[src/rtl/apb_master_port.sv]
// Single-outstanding APB initiator: turns a request/response command into one
// SETUP + ACCESS transfer, with wait states and an ACCESS-phase timeout.
module apb_master_port #(
  parameter int a_w  = 12,
  parameter int to_c = 16
) (
  input  logic           pclk,
  input  logic           presetn,
  input  logic           req_valid,
  output logic           req_ready,
  input  logic           req_write,
  input  logic [a_w-1:0] req_addr,
  input  logic [31:0]    req_wdata,
  output logic           resp_valid,
  output logic [31:0]    resp_rdata,
  output logic           resp_err,
  output logic [a_w-1:0] paddr,
  output logic [31:0]    pwdata,
  output logic           psel,
  output logic           penable,
  output logic           pwrite,
  input  logic [31:0]    prdata,
  input  logic           pready,
  output logic [1:0]     dbg_state
);

  // Handshake: a command transfers on a posedge where req_valid && req_ready;
  // req_ready is high only in IDLE. resp_valid is a one-cycle pulse with no
  // backpressure, so the consumer must take it in that cycle.

  typedef enum logic [1:0] {
    IDLE   = 2'd0,
    SETUP  = 2'd1,
    ACCESS = 2'd2
  } state_t;

  localparam bit TO_EN = (to_c > 0);
  localparam int CNT_W = (to_c > 0) ? $clog2(to_c + 1) : 1;
  localparam logic [CNT_W-1:0] TO_LAST = CNT_W'(to_c - 1);

  state_t           state_q, state_d;
  logic [CNT_W-1:0] cnt_q, cnt_d;
  logic             psel_q, psel_d;
  logic             penable_q, penable_d;
  logic             pwrite_q, pwrite_d;
  logic [a_w-1:0]   paddr_q, paddr_d;
  logic [31:0]      pwdata_q, pwdata_d;
  logic             resp_valid_q, resp_valid_d;
  logic             resp_err_q, resp_err_d;
  logic [31:0]      resp_rdata_q, resp_rdata_d;

  always_comb begin
    state_d      = state_q;
    cnt_d        = cnt_q;
    psel_d       = psel_q;
    penable_d    = penable_q;
    pwrite_d     = pwrite_q;
    paddr_d      = paddr_q;
    pwdata_d     = pwdata_q;
    resp_valid_d = 1'b0;
    resp_err_d   = 1'b0;
    resp_rdata_d = resp_rdata_q;
    case (state_q)
      IDLE: begin
        if (req_valid) begin
          state_d   = SETUP;
          psel_d    = 1'b1;
          penable_d = 1'b0;
          pwrite_d  = req_write;
          paddr_d   = req_addr;
          if (req_write) pwdata_d = req_wdata;
        end
      end
      SETUP: begin
        state_d   = ACCESS;
        penable_d = 1'b1;
        cnt_d     = '0;
      end
      ACCESS: begin
        if (pready) begin
          state_d      = IDLE;
          psel_d       = 1'b0;
          penable_d    = 1'b0;
          resp_valid_d = 1'b1;
          resp_rdata_d = pwrite_q ? 32'h0 : prdata;
        end else if (TO_EN && (cnt_q == TO_LAST)) begin
          // Last allowed ACCESS cycle ended without pready: abandon the transfer.
          state_d      = IDLE;
          psel_d       = 1'b0;
          penable_d    = 1'b0;
          resp_valid_d = 1'b1;
          resp_err_d   = 1'b1;
          resp_rdata_d = 32'h0;
        end else if (TO_EN) begin
          cnt_d = cnt_q + CNT_W'(1);
        end
      end
      default: state_d = IDLE;
    endcase
  end

  always_ff @(posedge pclk or negedge presetn) begin
    if (!presetn) begin
      state_q      <= IDLE;
      cnt_q        <= '0;
      psel_q       <= 1'b0;
      penable_q    <= 1'b0;
      pwrite_q     <= 1'b0;
      paddr_q      <= '0;
      pwdata_q     <= 32'h0;
      resp_valid_q <= 1'b0;
      resp_err_q   <= 1'b0;
      resp_rdata_q <= 32'h0;
    end else begin
      state_q      <= state_d;
      cnt_q        <= cnt_d;
      psel_q       <= psel_d;
      penable_q    <= penable_d;
      pwrite_q     <= pwrite_d;
      paddr_q      <= paddr_d;
      pwdata_q     <= pwdata_d;
      resp_valid_q <= resp_valid_d;
      resp_err_q   <= resp_err_d;
      resp_rdata_q <= resp_rdata_d;
    end
  end

  assign req_ready  = (state_q == IDLE);
  assign dbg_state  = state_q;
  assign psel       = psel_q;
  assign penable    = penable_q;
  assign pwrite     = pwrite_q;
  assign paddr      = paddr_q;
  assign pwdata     = pwdata_q;
  assign resp_valid = resp_valid_q;
  assign resp_err   = resp_err_q;
  assign resp_rdata = resp_rdata_q;

endmodule

[config.mk]
export PLATFORM = sky130hd
export DESIGN_NAME = apb_master_port
export DESIGN_NICKNAME = d
export VERILOG_FILES = /design/src/rtl/apb_master_port.sv
export SDC_FILE = /design/constraint.sdc
export NUM_CORES = 1
export LEC_CHECK = 0
export ABC_AREA = 1
export BUFFER_PORTS_ARGS = -buffer_cell sky130_fd_sc_hd__buf_2
export CAP_MARGIN = 20
export CORE_MARGIN = 3
export CORE_UTILIZATION = 40
export DETAILED_ROUTE_END_ITERATION = 6
export PLACE_DENSITY = 0.68
export SYNTH_ARGS = -nofsm -noshare
export SYNTH_HDL_FRONTEND = slang
export SYNTH_SLANG_ARGS = --single-unit
[constraint.sdc]
create_clock -name pclk -period 2.2 [get_ports pclk]
set_input_delay 0.44 -clock pclk [delete_from_list [all_inputs] [get_ports pclk]]
set_output_delay 0.44 -clock pclk [all_outputs]
set_load 0.005 [all_outputs]
==> impl_results.md, run 1 <==
* Status: finished, final reports clean
* Reg2Reg Capture Point: resp_rdata[21]$_DFFE_PN0P_
* Initial core utilization at 42.6%
* Filler cells at 800
* Cell Pwr Density at 1240 nW/um^2
* DRT antenna net count at 0
* Final setup margin at 0.487 ns
* HP Class: in -> async
* Least-Margin Pin Slew at 0.674 ns
* Via density at 4.67
* Pre-CTS setup slack at 0.492 ns
* Syn_area_per_cell at 9.12 sq um
* Max Slew Vio Count at 0
* Count of different cell masters after synthesis at 19
* Cells after synthesis at 395
* Critical path capture point type: flop
* Int Power at 3.65 mW
* Clk network pwr share at 17.9%
* Synth top cells by count: nand2_1, dfrtp_1, nand3_1
* Post-synthesis sequential area ratio at 61.1%
* Number of buffers created by CTS at 9
* Post-CTS setup repair buffer count at 0
* Die W at 101 microns
* Drt first pass iters at 4
* CTS Sinks at 88
* Pin count of the biggest net entering global routing at 67
* Vias post-DR at 3105
* RSZ-0062 raised after global routing: false
* Count leader, synth: nand2_1
* Sw Ratio at 36.5%
* Synth warnings at 0
* Synth area leaders: dfrtp_1, nand2_1, nand3_1
* I/O Pins at 165
* Die height at 101 microns
* Max-cap violations at 0
* Combinational share of power at 35.6%
* Initial DRC Count at 126
* Row count at 33
* Final Hold Vio Count at 0
* Antenna diode count at 0
* Global-route total usage across every layer at 17.4%
* Worst VDD drop at 460 uV
* EDFF count, synth at 0
* Nets@finish at 638
* Routed wire length at 8.91 mm
* H-tree levels at 3
* Largest family of logic cells by synthesized area: simple AND/OR/NAND/NOR gates
* Switching Power at 2.10 mW
* WL/cell at 13.4 microns
* Share of layout cells above drive strength 1 at 35.9%
* DRC violations left at 0
* Post-synthesis simple-gate area fraction at 26.9%
* Area leader, netlist: dfrtp_1
* Sequential share of power at 46.4%
* CP max FO at 66
* First-pass GRT wire length at 14.1 mm
* Critical Path RT at 2.47 ns
* CP Class: reg -> reg
* Mapped Nets at 478
* Total grt overflow at 0
* Leak at 2.65 nW
* Multiplexer area fraction after synthesis at 0%
* Area Overhead vs Synth at 29.0%
* Synth Area in XOR/XNOR at 0%
* Hpwl dp at 6.27 mm
* Area of the die at 10200 sq um
* Max clock buf depth at 2
* Critical Path AT at 1.98 ns
* Fmax at 584 MHz
* R2R Setup Slk at 0.49 ns
* Reg-to-Reg Start: cnt_q[0]$_DFFE_PN0P_
* Fin Setup TNS at 0 ns
* Number of synthesized register bits at 88
* Initial antenna violation count at 0
* Synth top area share at 61.1%
* Synth Area in Adders at 0.695%
* Leading register cell type out of synthesis: dfrtp_1
* CTS resizes at 0
* Post-Syn Area at 3600 sq um
* CTS tree: done
* Period utilisation layout at 77.9%
* Hold-fix buffers at CTS at 0
* Clock Skew at 0.0135 ns
* Clock Tree Root: clkbuf_8
* Port Buffers at 164
* Post-route minimum period at 1.71 ns
* Clock slew at reported path FFs at 0.10 ns
* Placed Area at 4460 sq um
* Core ar. at 8460 sq um
* Final Cell Area at 4650 sq um
* Clk_lat worst skew at 0.35 ns
* CP Launch Type: flop
* Vias in the first global route at 2974
* Routability-driven placement congestion ratio at 0.776
* Async S/R FF share, synth at 100%
* Synth Area in Compound Gates at 5.14%
* # setup viols final at 0
* Reg2reg path depth at 10
* Relative slew slack at 55.0%
-- state kept, by name, indices dropped and copies added (netlist names) --
name,cells
pwdata,32
resp_rdata,32
paddr,12
cnt_q,5
dbg_state,2
penable,1
psel,1
pwrite,1
resp_err,1
resp_valid,1
-- power groups by stage --
stage | combinational, mW | sequential (mW) | clock [mW]
after floorplan | 1.02 | 2.74 | 0
after global placement | 2.05 | 2.67 | 0
after detailed placement | 2.10 | 2.67 | 0
after CTS | 2.09 | 2.67 | 1.08
after global routing | 2.33 | 2.76 | 1.13
final | 2.05 | 2.67 | 1.03
-- worst max-delay path by stage --
stage | from | end | slack [ns]
6_report | cnt_q[0]$_DFFE_PN0P_ | resp_rdata[21]$_DFFE_PN0P_ | 0.49
3_3_place_gp | cnt_q[0]$_DFFE_PN0P_ | resp_rdata[4]$_DFFE_PN0P_ | 0.55
4_1_cts | cnt_q[0]$_DFFE_PN0P_ | resp_rdata[25]$_DFFE_PN0P_ | 0.48
3_5_place_dp | cnt_q[0]$_DFFE_PN0P_ | resp_rdata[25]$_DFFE_PN0P_ | 0.49
5_1_grt | cnt_q[0]$_DFFE_PN0P_ | resp_rdata[24]$_DFFE_PN0P_ | 0.32
2_1_floorplan | cnt_q[0]$_DFFE_PN0P_ | resp_rdata[13]$_DFFE_PN0P_ | 0.60
-- area by class of cell --
cell class,instances,area [sq um],area share [%]
Tap cell,105,131,2.83
Inverter,13,48.8,1.05
Multi-Input combinational cell,272,1180,25.4
Clock inverter,5,41.3,0.889
Timing Repair Buffer,171,901,19.4
Clock buffer,11,141,3.04
Sequential cell,88,2200,47.4
-- cell families (layout without fill, tap and decap cells) --
kind of cell,after synthesis,count (layout)
AND/OR/NAND/NOR,236,236
flip-flops,88,88
buffers and inverters,35,200
AO/OA/AOI/OAI,34,34
adder cells (fa/ha/maj),2,2
-- placed cells by master (no fill, tap or decap), types with 2 or more instances in the layout --
master / n
buf_4: 6
nand2_1: 181
nand3_1: 40
clkinv_4: 2
nor2_2: 2
clkbuf_8: 10
o21ai_0: 4
o21ai_1: 26
inv_1: 10
o21ai_2: 4
buf_2: 163
clkinvlp_4: 2
nor2_4: 2
nand2_2: 3
ha_1: 2
dfrtp_1: 88
nor2_1: 5
inv_2: 3
buf_12: 2
-- critical path, cell delays in order (launching register included) --
cell	delay, ns
dfrtp_1	0.43
ha_1	0.22
nand2_1	0.08
nor2_1	0.05
ha_1	0.18
inv_1	0.07
nand2_1	0.07
nand2_2	0.10
buf_12	0.25
nand2_1	0.08
o21ai_1	0.08
-- through the flow --
step | power [mW] | util, % | instances | hold WS, ns
5_1_grt | 6.22 | 54.9 | 665 | 0.0416
4_1_cts | 5.84 | 54.9 | 665 | 0.0231
3_3_place_gp | 4.71 | 52.7 | 649 | 0.417
3_5_place_dp | 4.78 | 52.7 | 649 | 0.418
2_1_floorplan | 3.76 | - | 395 | 0.144
6_report | 5.74 | 54.9 | 665 | 0.0191
-- layer usage --
metal  GRT usage [%]  up-vias  part of all wire [%]
li1                -     1567                     -
met1            23.4     1394                    44
met2            27.0      130                    46
met3            3.39       14                   8.1
met4            8.28        0                   1.9
met5               0        -                     0
(Power assumes the default switching activity.)
==> inputs of run 2 (changes only) <==
--- a/config.mk
+++ b/config.mk
@@ -11,7 +11,7 @@
 export CORE_MARGIN = 3
 export CORE_UTILIZATION = 40
 export DETAILED_ROUTE_END_ITERATION = 6
-export PLACE_DENSITY = 0.68
+export PLACE_DENSITY = 0.71
 export SYNTH_ARGS = -nofsm -noshare
 export SYNTH_HDL_FRONTEND = slang
 export SYNTH_SLANG_ARGS = --single-unit
==> constraint.sdc (replaced) <==
create_clock -name pclk -period 1.4 [get_ports pclk]
set_input_delay 0.28 -clock pclk [delete_from_list [all_inputs] [get_ports pclk]]
set_output_delay 0.28 -clock pclk [all_outputs]
set_load 0.005 [all_outputs]
==> run 2 against run 1 <==
Against the previous run: the flow now finishes with violations (setup timing); power rose by 77%; largest cell class unchanged; fmax up 7.9%; core utilization increased by 7.7 points; highest routed layer unchanged; critical endpoint is now penable$_DFFE_PN0P_; clock skew is 0.0028 ns lower; register-to-register slack got worse by 0.67 ns; critical path depth unchanged; combinational power grew 110%.
==> impl_results.md, run 2 (synthesis gave the netlist of run 1 again) <==
* Status: complete, but fails checks
* Failing checks: setup timing
* Max Slew Vio Count at 0 (unchanged)
* Cell Pwr Density at 1920 nW/um^2 (+55%)
* Initial core utilization at 42.6% (unchanged)
* Leak at 2.92 nW (+10%)
* Max clock buf depth at 2 (unchanged)
* Fin Setup TNS at -4.88 ns (-4.88 ns)
* # setup viols final at 41 (+41)
* Hold Path End: pwdata[20]$_DFFE_PN0P_
* CTS tree: done
* CP max FO at 8 (-88%)
* Area Overhead vs Synth at 47.1%
* Post-route minimum period at 1.59 ns (-0.125 ns)
* First-pass GRT wire length at 14.6 mm (+3.1%)
* Critical Path RT at 1.67 ns (-0.80 ns)
* Nets@finish at 660 (+3.4%)
* Pin count of the biggest net entering global routing at 89 (+33%)
* Critical path capture point type: flop
* Port Buffers at 164 (unchanged)
* Fmax at 630 MHz (+7.9%)
* Initial antenna violation count at 0 (unchanged)
* Area of the die at 10200 sq um (unchanged)
* Worst VDD drop at 763 uV (+66%)
* Vias in the first global route at 3061 (+2.9%)
* R2R Setup Slk at -0.19 ns (-0.67 ns)
* H-tree levels at 3 (unchanged)
* Reg-to-Reg Start: cnt_q[1]$_DFFE_PN0P_
* Vias post-DR at 3224 (+3.8%)
* Clk_lat worst skew at 0.35 ns (about the same)
* Share of layout cells above drive strength 1 at 47.4% (+12 points)
* Hpwl dp at 6.28 mm (+0.13%)
* Drt first pass iters at 4 (unchanged)
* CP Launch Type: flop
* Clock Tree Root: clkbuf_8
* CP Class: reg -> reg
* Placed Area at 4600 sq um (+3.1%)
* Final setup margin at -0.187 ns (-0.675 ns)
* DRT antenna net count at 0 (unchanged)
* Via density at 4.69 (+0.51%)
* Least-Margin Pin Slew at 0.469 ns (-0.205 ns)
* Final Cell Area at 5300 sq um (+14%)
* Routability-driven placement congestion ratio at 0.841 (+8.3%)
* Core ar. at 8460 sq um (unchanged)
* Clock slew at reported path FFs at 0.09 ns (about the same)
* Reg2reg path depth at 10 (unchanged)
* Relative slew slack at 68.7% (+14 points)
* Setup crit start: cnt_q[1]$_DFFE_PN0P_
* HP Start: req_wdata[20]
* Filler cells at 705 (-12%)
* DRC violations left at 0 (unchanged)
* Initial DRC Count at 126 (unchanged)
* CTS Sinks at 88 (unchanged)
* Clock Skew at 0.0107 ns (-0.00279 ns)
* WL/cell at 14.4 microns (+7.5%)
* Hold Path Cell Cnt at 3
* Number of buffers created by CTS at 9 (unchanged)
* Antenna diode count at 0 (unchanged)
* Commonest cells after routing, fill and taps aside: buf_2, nand2_1, dfrtp_1
* Final Hold Vio Count at 0 (unchanged)
* Die height at 101 microns (unchanged)
* RSZ-0062 raised after global routing: true
* Routed wire length at 9.89 mm (+11%)
* Placed Instances at 658 (+1.4%)
* Row count at 33 (unchanged)
* Commonest non-fill, non-tap cell in the layout: buf_2
* Max-cap violations at 0 (unchanged)
* Reg2Reg Capture Point: penable$_DFFE_PN0P_
* Die W at 101 microns (unchanged)
* Critical Path AT at 1.86 ns (-0.12 ns)
* HP Class: in -> reg
* Period utilisation layout at 113% (+36 points)
* I/O Pins at 165 (unchanged)
* Total grt overflow at 0 (unchanged)
* Final cell count without fillers at 687 (+3.3%)
* Global-route total usage across every layer at 18.1% (+0.73 points)
-- run 2: cell types whose count changed in the layout (fill, tap and decap cells not counted), sizes merged --
cell         previous run  this run
nand2                 184       185
clkbuf                 11        16
buf                   171       186
dlygate4sd3             0         1
-- run 2: worst max-delay path by stage --
stage,end,slack (ns),depth (start not counted)
finish,penable$_DFFE_PN0P_,-0.19,10
global route,penable$_DFFE_PN0P_,-0.25,10
CTS,resp_rdata[28]$_DFFE_PN0P_,-0.16,10
detailed placement,penable$_DFFE_PN0P_,-0.17,10
global placement,penable$_DFFE_PN0P_,-0.1,10
floorplan,resp_rdata[25]$_DFFE_PN0P_,-0.13,11
-- run 2: layout make-up --
type	count	area [sq um]	area share, %
sequential	88	2200	41.6
multi-input combinational	273	1460	27.5
timing repair buffer	192	1280	24.1
clock buffer	11	141	2.67
tap	105	131	2.48
inverter	13	48.8	0.921
clock inverter	5	41.3	0.779
-- run 2: power by group --
part           leakage, nW  switching [mW]  total [mW]  internal, mW
logic                 1.70            2.17        4.24          2.06
clock network       0.0861           0.908        1.61         0.707
registers             1.13           0.708        4.31          3.60
total                 2.92            3.79        10.2          6.37
-- run 2: what timing repair did --
| item | CTS | global route |
|---|---|---|
| gates resized for setup | 19 | 57 |
| pin swaps | 3 | 6 |
| buffers inserted | 2 | 0 |
| setup endpoints to repair | 39 | 43 |
| hold buffers | 1 | 0 |
| hold endpoints to repair | 88 | 0 |
| cloned | 3 | 7 |
-- run 2: per-stage QoR --
step | hold WS [ns] | worst slack, ns | util, % | power (mW)
floorplan | -0.0156 | -0.135 | - | 5.92
global placement | 0.363 | -0.0956 | 54.4 | 7.59
detailed placement | 0.359 | -0.171 | 54.4 | 7.70
CTS | 0.101 | -0.159 | 58.4 | 9.58
global route | 0.109 | -0.247 | 62.6 | 10.9
finish | 0.124 | -0.187 | 62.6 | 10.2
-- run 2: per-layer routing --
metal / track usage, % / vias up / routed length [microns]
met5: 0 / - / 0
met3: 4.01 / 9 / 737
met2: 30.0 / 125 / 4930
met4: 5.83 / 0 / 114
met1: 23.7 / 1465 / 4110
li1: - / 1625 / -
-- run 2: worst max-delay path: stages, from the launching register on --
cell	delay [ns]
dfrtp_1	0.39
ha_2	0.20
nand2_2	0.08
nor2_2	0.04
ha_2	0.17
inv_2	0.10
nand2_8	0.09
nand2_8	0.13
buf_12	0.15
o21ai_2	0.05
nor2_1	0.12
==> inputs of run 3 (changes only) <==
--- a/config.mk
+++ b/config.mk
@@ -6,7 +6,7 @@
 export NUM_CORES = 1
 export LEC_CHECK = 0
 export ABC_AREA = 1
-export BUFFER_PORTS_ARGS = -buffer_cell sky130_fd_sc_hd__buf_2
+export BUFFER_PORTS_ARGS = -buffer_cell sky130_fd_sc_hd__buf_4
 export CAP_MARGIN = 20
 export CORE_MARGIN = 3
 export CORE_UTILIZATION = 40
==> run 3 against run 2 <==
Against the previous run: the run still ends with setup timing left; worst setup slack improved by 0.0036 ns; sequential power about the same; largest cell class unchanged; via count up 1.8%; final cell count fell by 0.15%; critical path depth unchanged; sequential share of layout area fell by 1.5 points.
==> impl_results.md, run 3 (synthesis gave the netlist of run 1 again) <==
* Status: complete, but fails checks
* Failing checks: setup timing
* Area of the die at 10200 sq um (unchanged)
* DRT antenna net count at 0 (unchanged)
* Vias post-DR at 3283 (+1.8%)
* Clock slew at reported path FFs at 0.10 ns (about the same)
* Placed Area at 5020 sq um (+9.1%)
* CTS tree: done
* Critical path capture point type: flop
* Clk_lat worst skew at 0.35 ns (about the same)
* Commonest non-fill, non-tap cell in the layout: buf_4
* DRC violations left at 0 (unchanged)
* Die height at 101 microns (unchanged)
* Area Overhead vs Synth at 52.9%
* Clock Tree Root: clkbuf_8
* Slowest stage delay, CP at 0.37 ns (-0.02 ns)
* Hold Path Cell Cnt at 3 (unchanged)
* Final Hold Vio Count at 0 (unchanged)
* Max-cap violations at 0 (unchanged)
* Slowest CP cell: dfrtp_1
* Pin count of the biggest net entering global routing at 38 (-57%)
* CTS Sinks at 88 (unchanged)
* Global-route total usage across every layer at 18.5% (+0.39 points)
* First-pass GRT wire length at 14.9 mm (+2.3%)
* Cell Pwr Density at 1900 nW/um^2 (-0.88%)
* Worst VDD drop at 900 uV (+18%)
* Hpwl dp at 6.87 mm (+9.4%)
* Least-Margin Pin Slew at 0.362 ns (-0.108 ns)
* # setup viols final at 40 (-2.4%)
* Share of layout cells above drive strength 1 at 45.3% (-2.2 points)
* Number of buffers created by CTS at 9 (unchanged)
* Period utilisation layout at 113% (-0.26 points)
* Critical Path AT at 1.83 ns (-0.03 ns)
* Final setup margin at -0.184 ns (+0.00363 ns)
* Antenna diode count at 0 (unchanged)
* Pre-CTS setup slack at -0.142 ns (+0.0287 ns)
* Nets@finish at 659 (-0.15%)
* Row count at 33 (unchanged)
* Initial DRC Count at 86 (-32%)
* Initial core utilization at 42.6% (unchanged)
* Initial antenna violation count at 0 (unchanged)
* Critical-path cell list: ha_2 > nand2_2 > nor2_2 > ha_2 > inv_2 > nand2_4 > nand2_8 > clkbuf_16 > nand2_1 > o21ai_1
* DR WL met3 at 855 microns (+16%)
* Vias in the first global route at 3157 (+3.1%)
* Final Cell Area at 5510 sq um (+3.9%)
* Port Buffers at 164 (unchanged)
* Clock Skew at 0.0183 ns (+0.00763 ns)
* RSZ-0062 raised after global routing: true
* Total grt overflow at 0 (unchanged)
* Reg2reg path depth at 10 (unchanged)
* Die W at 101 microns (unchanged)
* Relative slew slack at 75.9% (+7.2 points)
* CP Launch Type: flop
* Leak at 2.94 nW (+0.97%)
* Core ar. at 8460 sq um (unchanged)
* I/O Pins at 165 (unchanged)
* WL met2 at 4.98 mm (+1.1%)
* Fmax at 631 MHz (+0.23%)
* Routed wire length at 10.2 mm (+3.2%)
* H-tree levels at 3 (unchanged)
* Post-route minimum period at 1.58 ns (-0.00363 ns)
* Met1 wire length at 4.20 mm (+2.2%)
* CP max FO at 15 (+7)
* Max clock buf depth at 2 (unchanged)
* Critical Path RT at 1.65 ns (-0.02 ns)
* Via density at 4.79 (+2.0%)
* Highest Signal Layer: met4
* HP Class: in -> reg
* Routability-driven placement congestion ratio at 0.809 (-3.8%)
* Commonest cells after routing, fill and taps aside: buf_4, nand2_1, dfrtp_1
* Max Slew Vio Count at 0 (unchanged)
* Drt first pass iters at 4 (unchanged)
* Crit path top cell by count: ha_2
* CP Class: reg -> reg
* WL/cell at 14.9 microns (+3.4%)
## run 3: final cells by class
cell class,instances,area [sq um]
Fill cell,706,2960
Clock inverter,6,51.3
Multi-Input combinational cell,272,1330
Sequential cell,88,2200
Inverter,13,48.8
Tap cell,105,131
Timing Repair Buffer,192,1600
Clock buffer,10,138
## run 3: worst paths after layout
kind / slack, ns / from / end
hold / removal: 0.12 / req_wdata[10] / pwdata[10]$_DFFE_PN0P_
min in group asynchronous: 0.37 / presetn / resp_rdata[18]$_DFFE_PN0P_
setup reg to reg: -0.18 / cnt_q[1]$_DFFE_PN0P_ / resp_rdata[9]$_DFFE_PN0P_
hold reg to reg: 0.48 / pwdata[14]$_DFFE_PN0P_ / pwdata[14]$_DFFE_PN0P_
max in group asynchronous: 0.52 / presetn / paddr[0]$_DFFE_PN0N_
setup / recovery: -0.18 / cnt_q[1]$_DFFE_PN0P_ / resp_rdata[9]$_DFFE_PN0P_
## run 3: metrics by stage
step | power, mW | utilization [%] | setup TNS (ns) | cells | hold slack [ns]
floorplan | 5.92 | - | -3.78 | 395 | -0.0156
global placement | 8.26 | 59.3 | -1.85 | 661 | 0.215
detailed placement | 8.39 | 59.3 | -4.07 | 661 | 0.214
CTS | 10.1 | 61.9 | -3.53 | 678 | 0.103
global route | 11.2 | 65.1 | -9.49 | 686 | 0.116
finish | 10.5 | 65.1 | -5.81 | 686 | 0.120
## run 3: report_power, final
group          leakage [nW]  internal (mW)  switching, mW
Combinational          1.72           2.44           2.07
Clock                0.0935          0.716          0.938
Sequential             1.13           3.61          0.707
Total                  2.94           6.76           3.71
## run 3: metal layers
| layer | vias up | track usage [%] |
|---|---|---|
| li1 | 1607 | - |
| met1 | 1530 | 24.1 |
| met2 | 133 | 29.9 |
| met3 | 13 | 4.01 |
| met4 | 0 | 7.87 |
| met5 | - | 0 |
## run 3: what timing repair did
action / 4_1_cts / 5_1_grt
endpoints found under the setup margin: 39 / 42
cloned: 0 / 6
endpoints found under the hold margin: 21 / 0
gates resized for setup: 8 / 41
hold buffers: 1 / 0
setup buffers: 0 / 3
pin swaps: 0 / 7
## run 3: worst max-delay path, delay by kind of cell, from the launching register on
| kind | cells | cell delay, ns |
|---|---|---|
| compound gates | 1 | 0.06 |
| fa+ha+maj | 2 | 0.38 |
| buf+inv | 2 | 0.27 |
| flops | 1 | 0.37 |
| simple gates | 5 | 0.40 |
